**config.mk**
```make
export PLATFORM = sky130hd
export DESIGN_NAME = alu_dispatch
export DESIGN_NICKNAME = d
export VERILOG_FILES = /design/src/rtl/alu_dispatch.sv
export SDC_FILE = /design/constraint.sdc
export NUM_CORES = 1
export LEC_CHECK = 0
export CELL_PAD_IN_SITES_DETAIL_PLACEMENT = 1
export CELL_PAD_IN_SITES_GLOBAL_PLACEMENT = 1
export CORE_MARGIN = 5
export CORE_UTILIZATION = 29
export DETAILED_ROUTE_END_ITERATION = 7
export PLACE_DENSITY_LB_ADDON = 0.15
export SLEW_MARGIN = 20
export SYNTH_ARGS = -nofsm -noshare
export SYNTH_HDL_FRONTEND = slang
export SYNTH_SLANG_ARGS = --single-unit
```
**constraint.sdc**
```tcl
create_clock -name clk -period 4 [get_ports clk]
set_clock_uncertainty 0.15 [all_clocks]
set_input_delay 1.2 -clock clk [delete_from_list [all_inputs] [get_ports clk]]
set_output_delay 1.2 -clock clk [all_outputs]
set_load 0.05 [all_outputs]
```
**src/rtl/alu_dispatch.sv**
```systemverilog
// alu_dispatch: issue stage between decode and the ALU.
// Single-cycle ops go straight to the ALU combinational path and are written
// back one cycle later. SRL/SLL/MUL launch the ALU sequential path, with the
// operands held stable until the ALU reports idle. Zero-distance shifts bypass
// the ALU entirely. Every result leaves through a one-entry writeback buffer.
module alu_dispatch #(
    parameter int                      OPERAND_WIDTH  = 64,
    parameter int                      OPCODE_WIDTH   = 4,
    parameter int                      RD_WIDTH       = 5,
    parameter logic [OPCODE_WIDTH-1:0] SRL_OP         = 'd6,
    parameter logic [OPCODE_WIDTH-1:0] SLL_OP         = 'd5,
    parameter logic [OPCODE_WIDTH-1:0] MUL_OP         = 'd7,
    parameter int                      TIMEOUT_CYCLES = 256
) (
    input  logic                     clk,
    input  logic                     rst_n,
    input  logic                     in_valid,
    output logic                     in_ready,
    input  logic [OPCODE_WIDTH-1:0]  in_opcode,
    input  logic [OPERAND_WIDTH-1:0] in_op1,
    input  logic [OPERAND_WIDTH-1:0] in_op2,
    input  logic [RD_WIDTH-1:0]      in_rd,
    input  logic                     flush,
    output logic [OPERAND_WIDTH-1:0] alu_operand_1,
    output logic [OPERAND_WIDTH-1:0] alu_operand_2,
    output logic [OPCODE_WIDTH-1:0]  alu_op_code,
    output logic                     alu_enable_comb,
    output logic                     alu_enable_seq,
    input  logic                     alu_idle,
    input  logic [OPERAND_WIDTH-1:0] alu_res_1cycle,
    input  logic [OPERAND_WIDTH-1:0] alu_res_multi,
    output logic                     wb_valid,
    input  logic                     wb_ready,
    output logic [RD_WIDTH-1:0]      wb_rd,
    output logic [OPERAND_WIDTH-1:0] wb_data,
    output logic                     err_timeout
);

    localparam int CNT_W = $clog2(TIMEOUT_CYCLES) + 1;

    typedef enum logic [1:0] {IDLE, SEQ_START, SEQ_WAIT} state_t;

    state_t                   state;
    state_t                   state_nxt;

    logic [OPERAND_WIDTH-1:0] hold_op1;
    logic [OPERAND_WIDTH-1:0] hold_op2;
    logic [OPCODE_WIDTH-1:0]  hold_opcode;
    logic [RD_WIDTH-1:0]      hold_rd;
    logic [CNT_W-1:0]         cnt;
    logic                     drop;

    logic                     slot_free;
    logic                     is_shift;
    logic                     is_bypass;
    logic                     is_seq_op;
    logic                     accept;
    logic                     timeout_hit;
    logic                     seq_capture;
    logic                     comb_capture;
    logic                     bypass_capture;

    assign slot_free      = !wb_valid || wb_ready;
    assign is_shift       = (in_opcode == SRL_OP) || (in_opcode == SLL_OP);
    assign is_bypass      = is_shift && (in_op2 == '0);
    assign is_seq_op      = (is_shift && (in_op2 != '0)) || (in_opcode == MUL_OP);
    assign accept         = in_valid && in_ready;
    assign comb_capture   = accept && !is_seq_op && !is_bypass;
    assign bypass_capture = accept && is_bypass;
    // Watchdog fires only while the ALU is still busy; an idle ALU is handled normally.
    assign timeout_hit    = (state == SEQ_WAIT) && (cnt == CNT_W'(TIMEOUT_CYCLES - 1)) && !alu_idle;
    // A flushed or dropped run completes in the ALU but its result never enters the buffer.
    assign seq_capture    = (state == SEQ_WAIT) && alu_idle && slot_free && !drop && !flush;

    // State register
    always_ff @(posedge clk or negedge rst_n) begin
        if (!rst_n) begin
            state <= IDLE;
        end else begin
            state <= state_nxt;
        end
    end

    // Next-state logic
    always_comb begin
        state_nxt = state;
        case (state)
            IDLE: begin
                if (accept && is_seq_op) begin
                    state_nxt = SEQ_START;
                end
            end
            SEQ_START: begin
                state_nxt = SEQ_WAIT;
            end
            SEQ_WAIT: begin
                if (timeout_hit) begin
                    state_nxt = IDLE;
                end else if (alu_idle && (drop || flush || slot_free)) begin
                    state_nxt = IDLE;
                end
            end
            default: begin
                state_nxt = IDLE;
            end
        endcase
    end

    // Output logic: handshake, ALU drive and enables
    always_comb begin
        in_ready        = 1'b0;
        alu_operand_1   = '0;
        alu_operand_2   = '0;
        alu_op_code     = '0;
        alu_enable_comb = 1'b0;
        alu_enable_seq  = 1'b0;
        case (state)
            IDLE: begin
                // Gating with rst_n keeps every output at 0 while reset is held.
                in_ready = rst_n && slot_free && alu_idle && !flush;
                if (in_valid && in_ready) begin
                    alu_operand_1   = in_op1;
                    alu_operand_2   = in_op2;
                    alu_op_code     = in_opcode;
                    alu_enable_comb = !is_seq_op && !is_bypass;
                    alu_enable_seq  = is_seq_op;
                end
            end
            SEQ_START, SEQ_WAIT: begin
                // The ALU re-reads operand_2 every shift cycle, so keep it steady.
                alu_operand_1 = hold_op1;
                alu_operand_2 = hold_op2;
                alu_op_code   = hold_opcode;
            end
            default: begin
                in_ready = 1'b0;
            end
        endcase
    end

    // Latch operands of a sequential op for the whole ALU run
    always_ff @(posedge clk or negedge rst_n) begin
        if (!rst_n) begin
            hold_op1    <= '0;
            hold_op2    <= '0;
            hold_opcode <= '0;
            hold_rd     <= '0;
        end else if (accept && is_seq_op) begin
            hold_op1    <= in_op1;
            hold_op2    <= in_op2;
            hold_opcode <= in_opcode;
            hold_rd     <= in_rd;
        end
    end

    // Watchdog counter, drop flag and sticky timeout error
    always_ff @(posedge clk or negedge rst_n) begin
        if (!rst_n) begin
            cnt         <= '0;
            drop        <= 1'b0;
            err_timeout <= 1'b0;
        end else begin
            if (state == SEQ_START) begin
                cnt <= '0;
            end else if (state == SEQ_WAIT) begin
                cnt <= cnt + 1'b1;
            end
            drop        <= (state != IDLE) ? (drop || flush) : 1'b0;
            err_timeout <= err_timeout || timeout_hit;
        end
    end

    // One-entry writeback buffer; a new capture wins over a same-cycle handshake
    always_ff @(posedge clk or negedge rst_n) begin
        if (!rst_n) begin
            wb_valid <= 1'b0;
            wb_rd    <= '0;
            wb_data  <= '0;
        end else begin
            if (comb_capture) begin
                wb_valid <= 1'b1;
                wb_rd    <= in_rd;
                wb_data  <= alu_res_1cycle;
            end else if (bypass_capture) begin
                wb_valid <= 1'b1;
                wb_rd    <= in_rd;
                wb_data  <= in_op1;
            end else if (seq_capture) begin
                wb_valid <= 1'b1;
                wb_rd    <= hold_rd;
                wb_data  <= alu_res_multi;
            end else if (flush || wb_ready) begin
                wb_valid <= 1'b0;
            end
        end
    end

endmodule

```
**Word level (Yosys, flattened, before mapping)**

Index checks and enable logic that the tools add are counted.

- Add/subtract/negate cells: 1
- Equality and inequality tests: 8
- Muxes and demuxes: 28
- Reductions and logical operators: 41

Operator list:

| cell | count |
|---|---|
| $mux W64 | 5 |
| $pmux W64 S2 | 2 |
| $logic_not A64 Y1 | 1 |
| $reduce_bool A64 Y1 | 1 |
| $logic_and A1 B1 Y1 | 19 |
| $mux W9 | 2 |
| $mux W5 | 3 |
| $eq A4 B3 Y1 const B | 3 |
| $mux W1 | 10 |
| $add A9 B1 Y9 const B | 1 |
| $eq A9 B8 Y1 const B | 1 |
| $pmux W4 S2 | 1 |
| $logic_or A1 B1 Y1 | 7 |
| $logic_not A1 Y1 | 6 |
| $mux W2 | 3 |
| $pmux W2 S3 | 1 |
| $mux W4 | 1 |
| $reduce_bool A2 Y1 | 2 |
| $reduce_bool A4 Y1 | 1 |
| $ne A3 B2 Y1 const B | 1 |
| $reduce_bool A3 Y1 | 1 |
| $eq A2 B1 Y1 const B | 1 |
| $eq A2 B2 Y1 const B | 1 |
| $logic_not A2 Y1 | 1 |
| 3 further kinds | 3 |

- Flip-flop bits (word level): 220
- Input port bits: 271

**Longest topological paths before layout**

Gate-level depths: netlist of run 1.

- Word-level depth: 10
- Gate-level depth with buffers: 10

**Worst setup path after synthesis of run 1**

Ideal clock, no wire load.

- Path kind: input-to-output
- Start: input flush
- End: output alu_operand_2[52]
- Arrival: 3.631 ns
- Setup slack: -0.981 ns
- Stages on the path: 8
- Cell sequence: and3b_1 -> and3_1 -> and2_1 -> clkbuf_1 -> clkbuf_1 -> clkbuf_1 -> a22oi_1 -> nor2_1

- Word-level cells in the longest chain between the ends: 5

RTL lines:

| what | RTL line | text |
|---|---|---|
| start, declared | 23 | `input logic flush,` |
| $logic_not A1 Y1 | 120 | `in_ready = rst_n && slot_free && alu_idle && !flush;` |
| $logic_and A1 B1 Y1 | 120 |  |
| $logic_and A1 B1 Y1 | 121 | `if (in_valid && in_ready) begin` |
| $mux W64 | 121 |  |
| $pmux W64 S2 | 117 | `case (state)` |
| end, declared | 25 | `output logic [OPERAND_WIDTH-1:0] alu_operand_2,` |

No other way between the ends.

**Worst setup path after layout of run 1**

- Start: input in_op2[8]
- End: output alu_enable_seq

- Word-level cells in the longest chain between the ends: 5

RTL lines:

| what | RTL line | text |
|---|---|---|
| start, declared | 21 | `input logic [OPERAND_WIDTH-1:0] in_op2,` |
| $reduce_bool A64 Y1 | 66 | `assign is_seq_op = (is_shift && (in_op2 != '0)) \|\| (in_opcode == MUL_OP);` |
| $logic_and A1 B1 Y1 | 66 |  |
| $logic_or A1 B1 Y1 | 66 |  |
| $mux W1 | 121 |  |
| $mux W1 | 117 |  |
| end, declared | 28 | `output logic alu_enable_seq,` |

No other way between the ends.

==> flow_metrics.py, run 1 <==
metrics = {
    "worst_setup_path": {
        "cp-end-kind": "primary output",
        "crit_path_start_kind": "input pin",
        "rr_startpoint": "state[0]",
        "cp_data_required_time_ns": 2.65,
        "worstSetupStartpoint": "in_op2[8]",
        "cp_max_fo": 3,
        "timing.critical_path.arrival_ns": 2.95,
        "crit_type": "input pin to primary output",
    },
    "placement": {
        "placed_area_um2": 19700,
        "dp_cells": 2014,
        "hpwl_um": 36900,
        "place.gp.congestion": 0.800,
        "portBuffers": 476,
    },
    "timing": {
        "max-slew-margin-rel_pct": 33.2,
        "min_period_over_period_pct": 107,
        "max_freq_ghz": 0.233,
        "rsz0062_at_grt": "true",
        "setup_violations": 19,
        "worst_pin_slew_ns": 1.00,
        "hold_ws_ns": 0.346,
        "fin_ws_ns": -0.297,
        "finalHoldViolCount": 0,
        "fin_crit_ns": 4.30,
        "report.final.slew_viol_count": 0,
    },
    "cts": {
        "clk_pin_slew_worst_paths_ns": 0.05,
        "h-tree-depth": 1,
        "cts_tree": "built",
        "cts.sinks": 220,
        "numCtsBuffers": 28,
        "cts_buffer_depth": 3,
        "holdBufCountCts": 0,
        "clockRootBuffer": "clkbuf_16",
        "clk_latency_ns": 0.56,
    },
    "global_routing": {
        "grt_pass1_vias": 12200,
        "grt_pass1_wl_um": 77300,
        "grt_use_total_pct": 23.7,
        "antenna_found_initial": 12,
        "grt_max_degree": 127,
        "grt-ovfl-total": 0,
    },
    "drt": {
        "num_vias": 11000,
        "drt-total-wl_um": 52000,
        "via_per_inst": 5.26,
        "drt-wirelength-per-cell_um": 24.9,
        "drtAntennaViolNets": 0,
        "dr.first_iter.drc_count": 433,
        "dr.pass1.iters": 4,
        "drc": 0,
    },
    "worst_hold_path": {
        "hp-start": "drop",
        "hp-class": "register to register",
    },
    "die": {
        "die-width_um": 205,
        "die-area_um2": 42200,
        "dieHeight_um": 205,
        "start_util_pct": 29.4,
        "rows": 71,
        "ioPinCount": 477,
        "core_um2": 37700,
    },
    "finish": {
        "layout_common_cells": "clkdlybuf4s50_1 (274), dfrtp_1 (219), buf_12 (153)",
        "synthToLayoutAreaGrowth_pct": 90.9,
        "layout-drive-gt1-share_pct": 47.3,
        "final_nets": 1829,
        "postLayoutCellArea_um2": 21100,
        "final_core_util_pct": 56.1,
        "instances_no_fill": 2087,
        "final_common_cell": "clkdlybuf4s50_1",
    },
    "pwr": {
        "peakVddDrop_v": 0.000338,
        "static-leakage-power_nw": 8.42,
        "p_per_area_nw_per_um2": 719,
    },
    "synthesis": {
        "synth_top_family_by_area": "compound AO/OA/AOI/OAI gates",
        "yosys-top-cells-area": "dfrtp_1 (50%), mux2_2 (14%), a22oi_1 (8.9%)",
        "ys_ff_latch": 220,
        "synth_top_cell_by_area": "dfrtp_1",
        "synth_nets": 1312,
        "synth-main-ff-cell": "dfrtp_1",
        "synth_compound_area_share_pct": 20.9,
        "synth.avg_cell_area_um2": 10.7,
        "synthMuxAreaShare_pct": 14.4,
        "synth.distinct_cells": 38,
        "synth-async-reset-ratio_pct": 100,
        "synth-edff-count": 0,
        "syn_inst": 1035,
        "synth_xor_area_share_pct": 0.237,
        "synthAdderAreaFrac_pct": 0.678,
        "ys_seq_area_share_pct": 49.7,
        "synthSimpleGateAreaFrac_pct": 9.80,
        "synth_top_cell_area_share_pct": 49.7,
        "syn_area_um2": 11100,
        "synth_warnings": 0,
    },
    "status": {
        "status": "finished with violations",
        "violations": "setup timing",
    },
    "run": {
        "maxCapViolCount": 0,
    },
}
==> state kept, by name, indices dropped and copies added (netlist names) <==
| register | count |
|---|---|
| cnt | 9 |
| hold_rd | 5 |
| hold_op1 | 64 |
| wb_data | 64 |
| hold_opcode | 4 |
| hold_op2 | 64 |
| wb_valid | 1 |
| wb_rd | 5 |
| drop | 1 |
| state | 2 |
| err_timeout | 1 |
==> path summary, 6_finish.rpt <==
kind                                  end  slack [ns]  depth (start not counted)
max in group asynchronous        state[0]        1.09                          4
hold reg to reg                      drop        0.35                          2
setup reg to reg             hold_op1[34]        0.62                         11
hold / removal                       drop        0.35                          2
setup / recovery           alu_enable_seq       -0.30                          8
min in group asynchronous     wb_data[52]        0.56                          2
==> worst max-delay path, cell delays in order <==
cell,delay (ns)
buf_8,0.10
nor4_4,0.28
buf_4,0.17
nand4_1,0.17
or4_4,0.63
o21ai_4,0.19
nor2_4,0.06
buf_12,0.14
==> power by group <==
part           leakage, nW  total, mW  switching [mW]  internal [mW]
Clock                0.418       2.42            1.01           1.41
Combinational         5.26       9.30            5.29           4.01
Sequential            2.74       3.47           0.469           3.01
==> cells in the mapped netlist, types with 4 or more instances <==
cell,n
nand3_1,4
dfrtp_1,220
nor4_1,16
o221a_1,13
mux2_2,135
o221a_2,51
a21oi_1,19
inv_1,12
nand2_1,68
nor2_1,143
buf_2,11
nand4_1,9
buf_1,5
clkbuf_1,77
o22ai_1,70
a22oi_1,132
mux2i_1,7
buf_6,6
ha_1,6
==> metal layers <==
layer	vias up	GRT usage [%]	wire length, um
met5	-	0	73
met4	10	7.01	1520
met3	81	8.64	4730
met2	338	40.9	26000
met1	5605	27.5	19700
li1	4951	-	-
==> stage by stage <==
step | TNS [ns] | power, mW | setup WS, ns
final | -0.448 | 15.2 | -0.297
after global routing | -2.49 | 15.9 | -0.373
after global placement | -135.62 | 12.4 | -0.750
after CTS | -0.666 | 15.4 | -0.345
after detailed placement | -150.59 | 12.6 | -0.801
after floorplan | -2.92 | 8.74 | -0.0699
==> layout make-up <==
cell class	instances	area, um^2
repair buffers	587	7310
inverters	12	45.0
diodes	6	15.0
multi-input cells	703	6770
fillers	3802	16500
clock inverters	3	15.0
clock buffers	45	836
well taps	511	639
flip-flops and latches	220	5510
==> cells by family after synthesis <==
family,count (synthesis)
fa+ha+maj,6
flops,220
compound gates,295
buf+inv,112
mux,142
xor+xnor,3
simple gates,257
==> repair_timing <==
action                                  4_1_cts  5_1_grt
endpoints found under the setup margin      169       67
resized for setup                           193       17
gates cloned                                  4        3
buffers inserted                             15        2
pin swaps                                    48       48
(Power assumes the default switching activity.)
==> inputs of run 2 (changes only) <==
--- a/config.mk
+++ b/config.mk
@@ -7,10 +7,12 @@
 export LEC_CHECK = 0
 export CELL_PAD_IN_SITES_DETAIL_PLACEMENT = 1
 export CELL_PAD_IN_SITES_GLOBAL_PLACEMENT = 1
-export CORE_MARGIN = 5
-export CORE_UTILIZATION = 29
+export CORE_MARGIN = 2
+export CORE_UTILIZATION = 30
+export CTS_BUF_LIST = sky130_fd_sc_hd__clkbuf_2
 export DETAILED_ROUTE_END_ITERATION = 7
 export PLACE_DENSITY_LB_ADDON = 0.15
+export SKIP_LAST_GASP = 1
 export SLEW_MARGIN = 20
 export SYNTH_ARGS = -nofsm -noshare
 export SYNTH_HDL_FRONTEND = slang
==> run 2 against run 1 <==
Effect of this change: the flow still finishes with violations (setup timing); maximum frequency shrank 1.4%; non-clock buffer count grew 26; largest cell class unchanged; sequential power is essentially flat; global-route usage grew 2.3 points; via count grew 2.9%; clock power shrank 32%; cell count grew 1.9%; combinational power shrank 1%; utilization grew 1.5 points; first-iteration DRC count shrank 3.0%.
==> flow_metrics.py, run 2 (synthesized netlist as in run 1, its figures left out) <==
metrics = {
    "drt": {
        "drt-wirelength-per-cell_um": 23.5,
        "drt-total-wl_um": 50000,
        "dr.first_iter.drc_count": 420,
        "dr.pass1.iters": 4,
        "drc": 0,
        "drtAntennaViolNets": 0,
        "via_per_inst": 5.31,
        "num_vias": 11300,
    },
    "finish": {
        "final_common_cell": "clkdlybuf4s50_1",
        "postLayoutCellArea_um2": 21100,
        "seq_area_um2": 5510,
        "fillers": 3697,
        "multiInputGateArea_um2": 6860,
        "final_nets": 1895,
        "reg_top3": "hold_op1 x64, hold_op2 x64, wb_data x64",
        "layout-drive-gt1-share_pct": 50.5,
        "synthToLayoutAreaGrowth_pct": 90.2,
        "layout_common_cells": "clkdlybuf4s50_1 (276), dfrtp_1 (220), buf_12 (164)",
        "final_core_util_pct": 57.7,
    },
    "worst_setup_path": {
        "rr_startpoint": "state[1]",
        "timing.critical_path.arrival_ns": 3.01,
        "cp_data_required_time_ns": 2.65,
        "worstSetupStartpoint": "in_op2[23]",
        "slowest_stage": "or4_4",
        "cp-end-kind": "primary output",
        "max_stage_delay_ns": 0.63,
        "path_delay_family": "simple AND/OR/NAND/NOR gates",
        "cp_max_fo": 3,
        "path_cells": "clkdlybuf4s15_1, nor4_2, nand4_1, or4_4, o21ai_4, nor2_4, buf_6",
        "crit_type": "input pin to primary output",
        "crit_path_start_kind": "input pin",
        "worst-path-buf-inv": 2,
    },
    "die": {
        "rows": 70,
        "ioPinCount": 477,
        "die-area_um2": 38500,
        "die-width_um": 196,
        "core_um2": 36500,
        "start_util_pct": 30.3,
        "dieHeight_um": 196,
    },
    "timing": {
        "hold_ws_ns": 0.106,
        "fin_tns_setup_ns": -17.53,
        "finalHoldViolCount": 0,
        "rsz0062_at_grt": "true",
        "max_freq_ghz": 0.229,
        "max-slew-margin-rel_pct": 35.7,
        "fin_ws_ns": -0.360,
        "worst_pin_slew_ns": 0.964,
        "min_period_over_period_pct": 109,
        "setup_violations": 133,
        "report.final.slew_viol_count": 0,
        "fin_crit_ns": 4.36,
    },
    "cts": {
        "cts.sinks": 220,
        "clk_latency_ns": 0.88,
        "h-tree-depth": 3,
        "numCtsBuffers": 68,
        "clk_pin_slew_worst_paths_ns": 0.10,
        "holdBufCountCts": 0,
        "clockRootBuffer": "clkbuf_2",
        "cts_buffer_depth": 3,
        "cts_tree": "built",
    },
    "placement": {
        "placed_area_um2": 19700,
        "hpwl_um": 34800,
        "place.gp.congestion": 0.831,
        "portBuffers": 476,
    },
    "global_routing": {
        "grt_max_degree": 82,
        "antenna_found_initial": 9,
        "grt_use_total_pct": 25.9,
        "grt_pass1_vias": 12500,
        "grt_pass1_wl_um": 76400,
        "grt-ovfl-total": 0,
    },
    "run": {
        "maxCapViolCount": 0,
    },
    "worst_hold_path": {
        "hp-class": "input pin to asynchronous set/reset pin",
    },
    "pwr": {
        "peakVddDrop_v": 0.000566,
        "static-leakage-power_nw": 8.61,
        "p_per_area_nw_per_um2": 681,
        "total_power_mw": 14.3,
    },
    "status": {
        "status": "finished with violations",
        "violations": "setup timing",
    },
}
## run 2: where the power goes
group	total (mW)	internal, mW	switching (mW)
clock	1.65	0.607	1.04
combinational	9.21	3.97	5.24
sequential	3.48	3.00	0.484
total	14.3	7.58	6.76
## run 2: layout make-up
cell class              count  area share (%)
diodes                      5          0.0594
clock buffers              92            2.19
clock inverters            14           0.249
inverters                  12           0.214
multi-input cells         703            32.6
flip-flops and latches    220            26.1
well taps                 468            2.78
repair buffers            613            35.8
## run 2: final timing paths
check	to	slack [ns]	cells after the start
worst max-delay path	alu_enable_seq	-0.36	7
worst min-delay path	hold_op2[40]	0.11	2
worst max register to register	hold_op1[29]	0.60	11
worst min register to register	err_timeout	0.35	1
max in group asynchronous	hold_op2[57]	1.37	4
min in group clk	err_timeout	0.35	1
## run 2: routing by layer
metal	share of wire, %	global-route usage [%]	vias up
met2	50	44.9	400
met3	8.7	10.1	91
met5	0.11	0	-
met4	2.8	7.91	8
met1	38	29.4	5683
li1	-	-	5117
## run 2: timing repair
item                       CTS  global route
pin swaps                  121            58
gates cloned                 7             0
buffers inserted            18            16
gates resized for setup    194            39
setup endpoints to repair  134           134
## run 2: through the flow
step | setup WS [ns] | instances
final | -0.360 | 2127
after global routing | -0.413 | 2127
after floorplan | -0.0699 | 1035
after detailed placement | -0.902 | 1987
after CTS | -0.377 | 2116
after global placement | -0.874 | 1987
==> inputs of run 3 (changes only) <==
--- a/config.mk
+++ b/config.mk
@@ -5,12 +5,14 @@
 export SDC_FILE = /design/constraint.sdc
 export NUM_CORES = 1
 export LEC_CHECK = 0
+export CAP_MARGIN = 0
 export CELL_PAD_IN_SITES_DETAIL_PLACEMENT = 1
 export CELL_PAD_IN_SITES_GLOBAL_PLACEMENT = 1
-export CORE_MARGIN = 2
+export CORE_MARGIN = 5
 export CORE_UTILIZATION = 30
 export CTS_BUF_LIST = sky130_fd_sc_hd__clkbuf_2
 export DETAILED_ROUTE_END_ITERATION = 7
+export HOLD_SLACK_MARGIN = 0.02
 export PLACE_DENSITY_LB_ADDON = 0.15
 export SKIP_LAST_GASP = 1
 export SLEW_MARGIN = 20
==> run 3 against run 2 <==
Effect of this change: the flow still finishes with violations (setup timing); power grew 3.0%; worst hold slack gained 0.22 ns; clock-buffer cell count shrank 2; maximum frequency shrank 0.35%; cell count is the same; clock power grew 10%; register-to-register slack lost 0.10 ns.
==> flow_metrics.py, run 3 (synthesized netlist as in run 1, its figures left out) <==
metrics = {
    "drt": {
        "drt-wirelength-per-cell_um": 25.2,
        "via_per_inst": 5.34,
        "drtAntennaViolNets": 0,
        "dr.first_iter.drc_count": 506,
        "num_vias": 11400,
        "drc": 0,
        "drt-total-wl_um": 53500,
        "dr.pass1.iters": 5,
    },
    "finish": {
        "final_common_cell": "clkdlybuf4s50_1",
        "reg_top3": "hold_op1 x64, hold_op2 x64, wb_data x64",
        "postLayoutCellArea_um2": 21400,
        "fillers": 3676,
        "synthToLayoutAreaGrowth_pct": 93.6,
        "layout_common_cells": "clkdlybuf4s50_1 (279), dfrtp_1 (219), buf_12 (155)",
        "final_core_util_pct": 58.7,
        "layout-drive-gt1-share_pct": 52.7,
        "final_nets": 1899,
        "instances_no_fill": 2127,
    },
    "global_routing": {
        "grt_pass1_wl_um": 81400,
        "grt_use_total_pct": 25.5,
        "grt_pass1_vias": 12700,
        "antenna_found_initial": 11,
        "grt-ovfl-total": 0,
        "grt_max_degree": 157,
    },
    "timing": {
        "min_period_over_period_pct": 109,
        "fin_ws_ns": -0.376,
        "finalHoldViolCount": 0,
        "setup_violations": 133,
        "rsz0062_at_grt": "true",
        "fin_crit_ns": 4.38,
        "max-slew-margin-rel_pct": 34.6,
        "max_freq_ghz": 0.229,
        "report.final.slew_viol_count": 0,
        "worst_pin_slew_ns": 0.980,
    },
    "placement": {
        "dp_worst_setup_slack_ns": -0.927,
        "dp_cells": 1989,
        "portBuffers": 476,
        "place.gp.congestion": 0.823,
        "placed_area_um2": 19800,
        "hpwl_um": 36400,
    },
    "cts": {
        "cts_buffer_depth": 3,
        "cts.sinks": 220,
        "clockRootBuffer": "clkbuf_2",
        "clk_latency_ns": 0.89,
        "clk_pin_slew_worst_paths_ns": 0.10,
        "h-tree-depth": 3,
        "cts_tree": "built",
        "numCtsBuffers": 67,
    },
    "die": {
        "dieHeight_um": 202,
        "ioPinCount": 477,
        "die-width_um": 202,
        "core_um2": 36500,
        "rows": 70,
        "start_util_pct": 30.3,
        "die-area_um2": 40900,
    },
    "worst_setup_path": {
        "rr_startpoint": "state[1]",
        "worst_r2r_path_depth": 11,
        "cp_data_required_time_ns": 2.65,
        "crit_type": "input pin to primary output",
        "cp_max_fo": 3,
        "timing.critical_path.arrival_ns": 3.03,
        "crit_path_start_kind": "input pin",
        "reg2reg_setup_slack_ns": 0.50,
        "cp-end-kind": "primary output",
        "worst_r2r_endpoint": "hold_op2[20]",
    },
    "pwr": {
        "p_per_area_nw_per_um2": 688,
        "static-leakage-power_nw": 8.70,
        "peakVddDrop_v": 0.000496,
    },
    "status": {
        "violations": "setup timing",
        "status": "finished with violations",
    },
    "run": {
        "maxCapViolCount": 0,
    },
    "worst_hold_path": {
        "hp-class": "input pin to asynchronous set/reset pin",
    },
}
## run 3: layout make-up
cell class / count / area [um^2] / share of cell area (%)
repair buffers: 617 / 7720 / 36.0
multi-input cells: 704 / 7010 / 32.7
flip-flops and latches: 220 / 5510 / 25.7
well taps: 468 / 586 / 2.73
clock buffers: 90 / 450 / 2.10
clock inverters: 7 / 105 / 0.490
inverters: 12 / 45.0 / 0.210
diodes: 9 / 22.5 / 0.105
## run 3: metrics by stage
| stage | TNS [ns] | hold slack (ns) | power (mW) |
|---|---|---|---|
| floorplan | -2.92 | 0.307 | 8.74 |
| global placement | -176.95 | 0.322 | 12.4 |
| detailed placement | -196.70 | 0.333 | 12.6 |
| CTS | -39.56 | 0.237 | 14.9 |
| global route | -43.89 | 0.321 | 15.5 |
| finish | -22.21 | 0.329 | 14.8 |
## run 3: where the power goes
part,switching [mW],internal [mW],total (mW),leakage (nW)
registers,0.491,3.00,3.49,2.74
clock network,1.04,0.777,1.82,0.425
logic,5.36,4.09,9.45,5.54
## run 3: worst max-delay path: stages
cell and delay (ns):
clkdlybuf4s15_1 0.20, nor4_2 0.29, nand4_1 0.23, or4_4 0.67, o21ai_4 0.21, nor2_4 0.07
buf_12 0.15
## run 3: worst max path at each step
stage	depth (start not counted)	slack [ns]	to	start
after floorplan	8	-0.07	alu_enable_seq	in_op2[10]
after global placement	8	-0.85	alu_enable_seq	in_op2[43]
after detailed placement	8	-0.93	alu_enable_seq	in_op2[43]
after CTS	8	-0.40	alu_enable_seq	in_op2[44]
after global routing	8	-0.42	alu_enable_seq	in_op2[53]
final	7	-0.38	alu_enable_seq	in_op2[32]
## run 3: layer usage
metal,GRT usage (%),share of wire (%),vias to the layer above
li1,-,-,5131
met1,29.8,39,5702
met2,43.6,49,427
met3,9.74,8.6,90
met4,8.03,2.7,6
met5,0,0.064,-
## run 3: timing repair
| action | CTS | global route |
|---|---|---|
| gates cloned | 15 | 2 |
| setup endpoints to repair | 134 | 134 |
| pin swaps | 133 | 57 |
| setup buffers | 18 | 8 |
| hold buffers | 0 | 0 |
| resized for setup | 210 | 28 |
